===== config.mk =====
export PLATFORM = sky130hd
export DESIGN_NAME = branch_target_buffer
export DESIGN_NICKNAME = d
export VERILOG_FILES = /design/src/rtl/branch_target_buffer.sv
export SDC_FILE = /design/constraint.sdc
export NUM_CORES = 1
export LEC_CHECK = 0
export CAP_MARGIN = 0
export CELL_PAD_IN_SITES_DETAIL_PLACEMENT = 0
export CELL_PAD_IN_SITES_GLOBAL_PLACEMENT = 1
export CORE_ASPECT_RATIO = 1.75
export CORE_MARGIN = 1
export CORE_UTILIZATION = 58
export DETAILED_ROUTE_END_ITERATION = 8
export PLACE_DENSITY_LB_ADDON = 0.1
export RECOVER_POWER = 50
export SLEW_MARGIN = 10
export SYNTH_ARGS = -nofsm -noshare
export SYNTH_HDL_FRONTEND = slang
export SYNTH_SLANG_ARGS = --single-unit
export TNS_END_PERCENT = 30

===== constraint.sdc =====
create_clock -name clk -period 34 [get_ports clk]
set_clock_uncertainty 0.15 [all_clocks]
set_input_delay 6.8 -clock clk [delete_from_list [all_inputs] [get_ports clk]]
set_output_delay 6.8 -clock clk [all_outputs]
set_load 0.1 [all_outputs]

===== src/rtl/branch_target_buffer.sv =====
// Direct-mapped branch target buffer with 2-bit saturating direction counters.
// Optional macro BTB_UPDATE_FWD_EN adds same-cycle update-to-lookup forwarding.
module branch_target_buffer #(
  parameter int ENTRIES = 16,
  parameter int IDX_W   = $clog2(ENTRIES)
) (
  input  logic        clk,
  input  logic        rst,
  input  logic [31:0] fetch_pc,
  output logic        pred_valid,
  output logic        predicted_taken,
  output logic [31:0] predicted_pc,
  input  logic        update_btb,
  input  logic [31:0] update_pc,
  input  logic [31:0] update_target,
  input  logic        update_taken,
  input  logic        update_uncond,
  input  logic        btb_flush
);

  localparam int TAG_W = 30 - IDX_W;

  localparam logic [1:0] CTR_SNT = 2'b00;
  localparam logic [1:0] CTR_WNT = 2'b01;
  localparam logic [1:0] CTR_WT  = 2'b10;
  localparam logic [1:0] CTR_ST  = 2'b11;

  typedef logic [IDX_W-1:0] idx_t;
  typedef logic [TAG_W-1:0] tag_t;

  logic [ENTRIES-1:0]      valid_q, valid_d;
  logic [ENTRIES-1:0][1:0] ctr_q, ctr_d;
  tag_t                    tag_q    [ENTRIES];
  logic [31:0]             target_q [ENTRIES];

  idx_t fetch_idx, upd_idx;
  tag_t fetch_tag, upd_tag;

  assign fetch_idx = fetch_pc[IDX_W+1:2];
  assign fetch_tag = fetch_pc[31:IDX_W+2];
  assign upd_idx   = update_pc[IDX_W+1:2];
  assign upd_tag   = update_pc[31:IDX_W+2];

  // Byte offset within the word never participates in indexing or tagging.
  logic unused_pc_bits;
  assign unused_pc_bits = ^{fetch_pc[1:0], update_pc[1:0]};

  logic       upd_hit;
  logic       state_we;
  logic       tgt_we;
  logic [1:0] upd_cur;
  logic [1:0] upd_ctr;

  // NOTE: every output of a combinational block gets a default first, so no
  // path can leave it unassigned and infer a latch.
  always_comb begin
    upd_hit  = valid_q[upd_idx] && (tag_q[upd_idx] == upd_tag);
    upd_cur  = ctr_q[upd_idx];
    upd_ctr  = upd_cur;
    state_we = 1'b0;
    tgt_we   = 1'b0;
    if (update_btb) begin
      if (upd_hit) begin
        state_we = 1'b1;
        if (update_uncond) begin
          upd_ctr = CTR_ST;
          tgt_we  = 1'b1;
        end else if (update_taken) begin
          upd_ctr = (upd_cur == CTR_ST) ? CTR_ST : upd_cur + 2'd1;
          tgt_we  = 1'b1;
        end else begin
          upd_ctr = (upd_cur == CTR_SNT) ? CTR_SNT : upd_cur - 2'd1;
        end
      end else if (update_taken) begin
        // Allocation overwrites whatever currently occupies the slot.
        state_we = 1'b1;
        tgt_we   = 1'b1;
        upd_ctr  = update_uncond ? CTR_ST : CTR_WT;
      end
    end
  end

  always_comb begin
    valid_d = valid_q;
    ctr_d   = ctr_q;
    if (btb_flush) begin
      valid_d = '0;
      ctr_d   = {ENTRIES{CTR_WNT}};
    end else if (state_we) begin
      valid_d[upd_idx] = 1'b1;
      ctr_d[upd_idx]   = upd_ctr;
    end
  end

  // NOTE: sequential state uses non-blocking assignments so every register
  // samples the pre-edge values regardless of statement order.
  always_ff @(posedge clk) begin
    if (!rst) begin
      valid_q <= '0;
      ctr_q   <= {ENTRIES{CTR_WNT}};
    end else begin
      valid_q <= valid_d;
      ctr_q   <= ctr_d;
    end
  end

  // NOTE: tag and target storage is deliberately not reset; a cleared valid
  // bit already masks them, and leaving them reset-free lets them map to RAM.
  always_ff @(posedge clk) begin
    if (rst && !btb_flush && tgt_we) begin
      tag_q[upd_idx]    <= upd_tag;
      target_q[upd_idx] <= update_target;
    end
  end

  logic        look_valid;
  tag_t        look_tag;
  logic [31:0] look_target;
  logic [1:0]  look_ctr;

  always_comb begin
    look_valid  = valid_q[fetch_idx];
    look_tag    = tag_q[fetch_idx];
    look_target = target_q[fetch_idx];
    look_ctr    = ctr_q[fetch_idx];
`ifdef BTB_UPDATE_FWD_EN
    if (state_we && (upd_idx == fetch_idx)) begin
      look_valid = 1'b1;
      look_ctr   = upd_ctr;
      if (tgt_we) begin
        look_tag    = upd_tag;
        look_target = update_target;
      end
    end
    if (btb_flush) begin
      look_valid = 1'b0;
    end
`endif
  end

  assign pred_valid      = look_valid && (look_tag == fetch_tag);
  assign predicted_taken = pred_valid && look_ctr[1];
  assign predicted_pc    = predicted_taken ? look_target : fetch_pc + 32'd4;

endmodule


After elaboration in Yosys (flattened, before gate mapping)

Memories as Yosys holds them, arrays and structs flattened.
Cells that the tools add are included.

Flip-flop bits (word level): 48
RAM bits: 928
Bits of input ports: 102
Output and inout bits: 34
Memories kept: 2

$add $sub $neg: 3
$lt $le $gt $ge: 3
Equal/unequal tests: 3
Muxes and demuxes: 30
Bitwise logic cells: 2
Reduce and logical (&&, ||, !) cells: 9

Memory list:

| name     | depth | width | read ports | clocked after Yosys merged registers in | write ports | line | source |
|---|---|---|---|---|---|---|---|
| target_q | 16    | 32    | 1          | 0                                       | 1           | 34   | `logic [31:0] target_q [ENTRIES];` |
| tag_q    | 16    | 26    | 2          | 0                                       | 1           | 33   | `tag_t tag_q [ENTRIES];` |

Operators with widths:

| kind                                                       | number |
|---|---|
| == test 26 bit                                             | 2 |
| adder 32 x 3 -> 32 bit, second input constant              | 1 |
| bitwise mux 32 bit                                         | 1 |
| two-way mux 32 bit                                         | 1 |
| two-way mux 2 bit                                          | 10 |
| binary-select mux 2 bit (select 4 bit)                     | 2 |
| bitwise OR 16 bit                                          | 1 |
| two-way mux 1 bit                                          | 12 |
| less-than comparator 4 x 5 -> 1 bit, second input constant | 2 |
| binary-select mux 1 bit (select 4 bit)                     | 2 |
| demux 2 bit (select 4 bit)                                 | 1 |
| logical AND 1 bit                                          | 6 |
| demux 1 bit (select 4 bit)                                 | 1 |
| >= comparator 4 x 1 -> 1 bit, second input constant        | 1 |
| adder 2 x 1 -> 2 bit, second input constant                | 1 |
| == test 2 bit, second input constant                       | 1 |
| logical NOT 2 bit                                          | 1 |
| OR reduction 2 bit                                         | 1 |
| subtractor 2 x 1 -> 2 bit, second input constant           | 1 |
| logical NOT 1 bit                                          | 1 |
| NOT 1 bit                                                  | 1 |

Logic depth before layout (Yosys ltp)

Word-level depth: 9
Depth in mapped cells: 16
Gate-level depth less buffers: 9

Least setup slack after synthesis

No wires, ideal clock.

Kind: input to output
Start point: input port fetch_pc[2]
End point: output port predicted_taken
Arrival time: 13924 ps
Required time: 27050 ps
Slack: 13126 ps
Cell stages on the path: 13
Path buffers: 5
Cells stage by stage: buf_2 buf_4 buf_2 buf_2 buf_2 mux4_2 a211oi_1 a21oi_1 xor2_1 nor2_1 nand3_1 nor4_1 nor2b_1

Longest elaborated chain between the ends: 4
Elaborated cells between the ends (all ways): 8
Classes of those cells: eq/ne (1); mux (4); reduce/logical (2); memory (1)

RTL lines:

| element                                                                             | line     | source |
|---|---|---|
| start: declaration                                                                  | 9        | `input logic [31:0] fetch_pc,` |
| memory read (16 x 26 bit) or binary-select mux 1 bit (select 4 bit) (tied branches) | --       |  |
| == test 26 bit or two-way mux 1 bit (tied branches)                                 | 141, 122 |  |
| logical AND 1 bit *                                                                 | 141      | `assign pred_valid = look_valid && (look_tag == fetch_tag);` |
| net pred_valid                                                                      | 10       | `output logic pred_valid,` |
| logical AND 1 bit *                                                                 | 142      | `assign predicted_taken = pred_valid && look_ctr[1];` |
| end: declaration                                                                    | 11       | `output logic predicted_taken,` |

Mark *: on every way through the listed nets, which the timed path passes. The rest lies on a longest branch. The select of a mux whose other input is x is not followed.

Worst setup path in the final report

Start point: input port fetch_pc[2]
End point: output port predicted_pc[12]

Longest elaborated chain between the ends: 5
Elaborated cells between the ends (all ways): 11
Classes of those cells: add/sub (1); eq/ne (1); mux (5); reduce/logical (2); memory (2)

RTL lines:

| element                                                                             | line     | source |
|---|---|---|
| memory read (16 x 26 bit) or binary-select mux 1 bit (select 4 bit) (tied branches) | --       |  |
| == test 26 bit or two-way mux 1 bit (tied branches)                                 | 141, 122 |  |
| logical AND 1 bit                                                                   | 141      |  |
| logical AND 1 bit                                                                   | 142      |  |
| two-way mux 32 bit *                                                                | 143      | `assign predicted_pc = predicted_taken ? look_target : fetch_pc + 32'd4;` |
| end: declaration                                                                    | 12       | `output logic [31:0] predicted_pc,` |

Mark *: on every way between the ends. The rest lies on a longest branch, timed or not. The select of a mux whose other input is x is not followed.

==> reports/qor.yml <==
synthesis:
  ys_async_sr_fraction: 0
  yosys.cell_types.count: 72
  syn_area_per_cell_um2: 19.78
  yosysSeqAreaShare: 0.6730
  synth_seq_cells: 976
  synth_flop_cell: "edfxtp_1"
  synthCells: 2166
  synth_area_leader_cell: "edfxtp_1"
  synth_common_cells: "928 x edfxtp_1, 370 x mux4_2, 113 x mux2i_1"
  synth.net_count: 2269
  ys_warn_count: 0
  synth_edf_count: 928
  synth_top_area_frac: 0.6506
  synth_most_common_cell: "edfxtp_1"
  synth_area_leaders: "edfxtp_1 65%, mux4_2 19%, mux2i_1 2.6%"
  netlist_area_um2: 42830
global_routing:
  grt_pass1_wl_um: 163300
  grt_pass1_vias: 24050
  antenna_found_initial: 12
  gr-total-overflow: 0
  grt_max_degree: 144
  track_usage: 0.3080
critical_path:
  cpPeakStageDelay_ps: 1160
  endpoint_kind: "output port"
  worstSetupStartpointType: "primary input"
  path_cells: "buf_8 > buf_4 > buf_4 > mux4_2 > mux4_2 > xor2_1 > nor4b_1 > nor4bb_1 > nand4_1 > nor3_4 > buf_4 > mux2_2 > clkdlybuf4s50_1"
  cp.arrival_ps: 13920
  path_max_fanout: 78
  critical_path_class: "primary input to output port"
  crit_top_cell: "buf_4"
  slowest_stage: "clkdlybuf4s50_1"
  required_ps: 27050
cts:
  numCtsBuffers: 86
  hold_buffers: 0
  clk_latency_ps: 680
  cts_buffer_depth: 3
  clk_pin_slew_worst_paths_ps: 60
  clockRootBuffer: "clkbuf_16"
  cts_max_level: 3
  cts_tree: "yes"
  cts_sinks: 976
  cts_setup_buffers: 0
  cts_resized: 0
detailed_routing:
  wl_per_cell_um: 34.03
  wl_um: 112700
  drc: 0
  firstDrtPassIters: 5
  viasPerCell: 6.930
  vias: 22950
  drt_iter0_markers: 2476
  ant_nets: 0
die:
  die_w_um: 207.4
  num_rows: 131
  die_y_um: 361.5
  die-area_um2: 74990
  ios: 136
  fp.coreArea_um2: 72940
  initial_utilization: 0.5873
timing:
  setup_tns_ps: 0
  rsz0062_at_grt: "false"
  setup_viol: 0
  slew_headroom: -2.343
  min_period_ps: 20870
  clock.fmax_mhz: 47.91
  finalMaxSlewViolations: 112
  worst_pin_slew_ps: 5015
  hold_violations: 0
  period_share: 0.6139
power_and_ir_drop:
  p_per_area_nw_per_um2: 53.62
  peakVddDrop_uv: 52.57
  leakage_nw: 15.22
finish:
  postLayoutCoreUtil: 0.6616
  drive_above_1_share: 0.2610
  area_delta_synth_final_pct: 12.66
  nets: 2406
worst_hold_path:
  hold_class: "register to register"
placed_design:
  place.gp.congestion: 0.8665
  dp_hpwl_um: 64360
  io_buffers: 133
run_status:
  failed_checks: "capacitance limit, slew limit"
  status: "finished, violations left"
flow_run:
  max_cap_viol_count: 2
metal layers:
metal | GRT usage | part of all wire
met1 | 0.3866 | 0.37
met2 | 0.5369 | 0.53
met3 | 0.05303 | 0.068
met4 | 0.1179 | 0.035
met5 | 0 | 0.00045
layout make-up:
cell class	count	area (um^2)
Multi-Input combinational cell	1025	13310
Inverter	27	101.3
Fill cell	4763	24680
Clock inverter	61	892.1
Sequential cell	976	28830
Timing Repair Buffer	187	1734
Antenna cell	9	22.52
Clock buffer	96	2211
Tap cell	931	1165
cells by family after synthesis:
logic type | share of synthesized area
compound gates | 0.02959
xor+xnor | 0.01738
fa+ha+maj | 0.0002921
buf+inv | 0.01858
flops | 0.6730
mux | 0.2319
simple gates | 0.02927
path summary, 6_finish.rpt:
path                                          startpoint                   endpoint  slack [ps]  cells after the start
worst max-delay path                         fetch_pc[2]           predicted_pc[12]       13130                     13
worst min-delay path            valid_q[14]$_SDFFE_PP0P_   valid_q[14]$_SDFFE_PP0P_         310                      2
worst max register to register    tag_q[6][13]$_DFFE_PP_  target_q[8][21]$_DFFE_PP_       26740                     12
worst min register to register  valid_q[14]$_SDFFE_PP0P_   valid_q[14]$_SDFFE_PP0P_         310                      2
state kept, by name (all words and copies together) (netlist names):
name,flops
tag_q,416
ctr_q,32
target_q,512
valid_q,16
per-stage QoR:
step | power, mW | setup slack (ps) | std cells | instance area [um^2] | hold WS (ps)
floorplan | 1.469 | 13130 | 2166 | 42830 | 282.2
global placement | 1.537 | 12930 | 3146 | 45180 | 292.4
detailed placement | 1.540 | 12910 | 3146 | 45180 | 304.1
CTS | 2.601 | 12900 | 3303 | 48280 | 313.7
global route | 2.651 | 12600 | 3307 | 48250 | 331.3
finish | 2.588 | 13130 | 3312 | 48260 | 310.6
where the power goes:
part	total, mW	switching, mW	internal (mW)
registers	1.32	0.00129	1.32
clock network	1.07	0.443	0.632
logic	0.194	0.116	0.0778
total	2.59	0.560	2.03
worst max-delay path, delay by kind of cell:
kind | cells | cell delay (ps)
buffers and inverters | 5 | 3800
and+or+nand+nor | 4 | 1560
muxes | 3 | 1460
xor gates and xnor gates | 1 | 180
cells in the final DEF (no fill, tap or decap), types with 48 or more instances in the layout:
cell	netlist	layout
buf_4	6	54
clkbuf_16	0	87
clkdlybuf4s50_1	0	67
dfxtp_1	48	48
dlygate4sd3_1	0	58
edfxtp_1	928	928
mux2i_1	113	113
mux4_2	370	370
nor2_1	54	49
xnor2_1	53	53
Note: power is estimated with default switching activity, not from simulation.
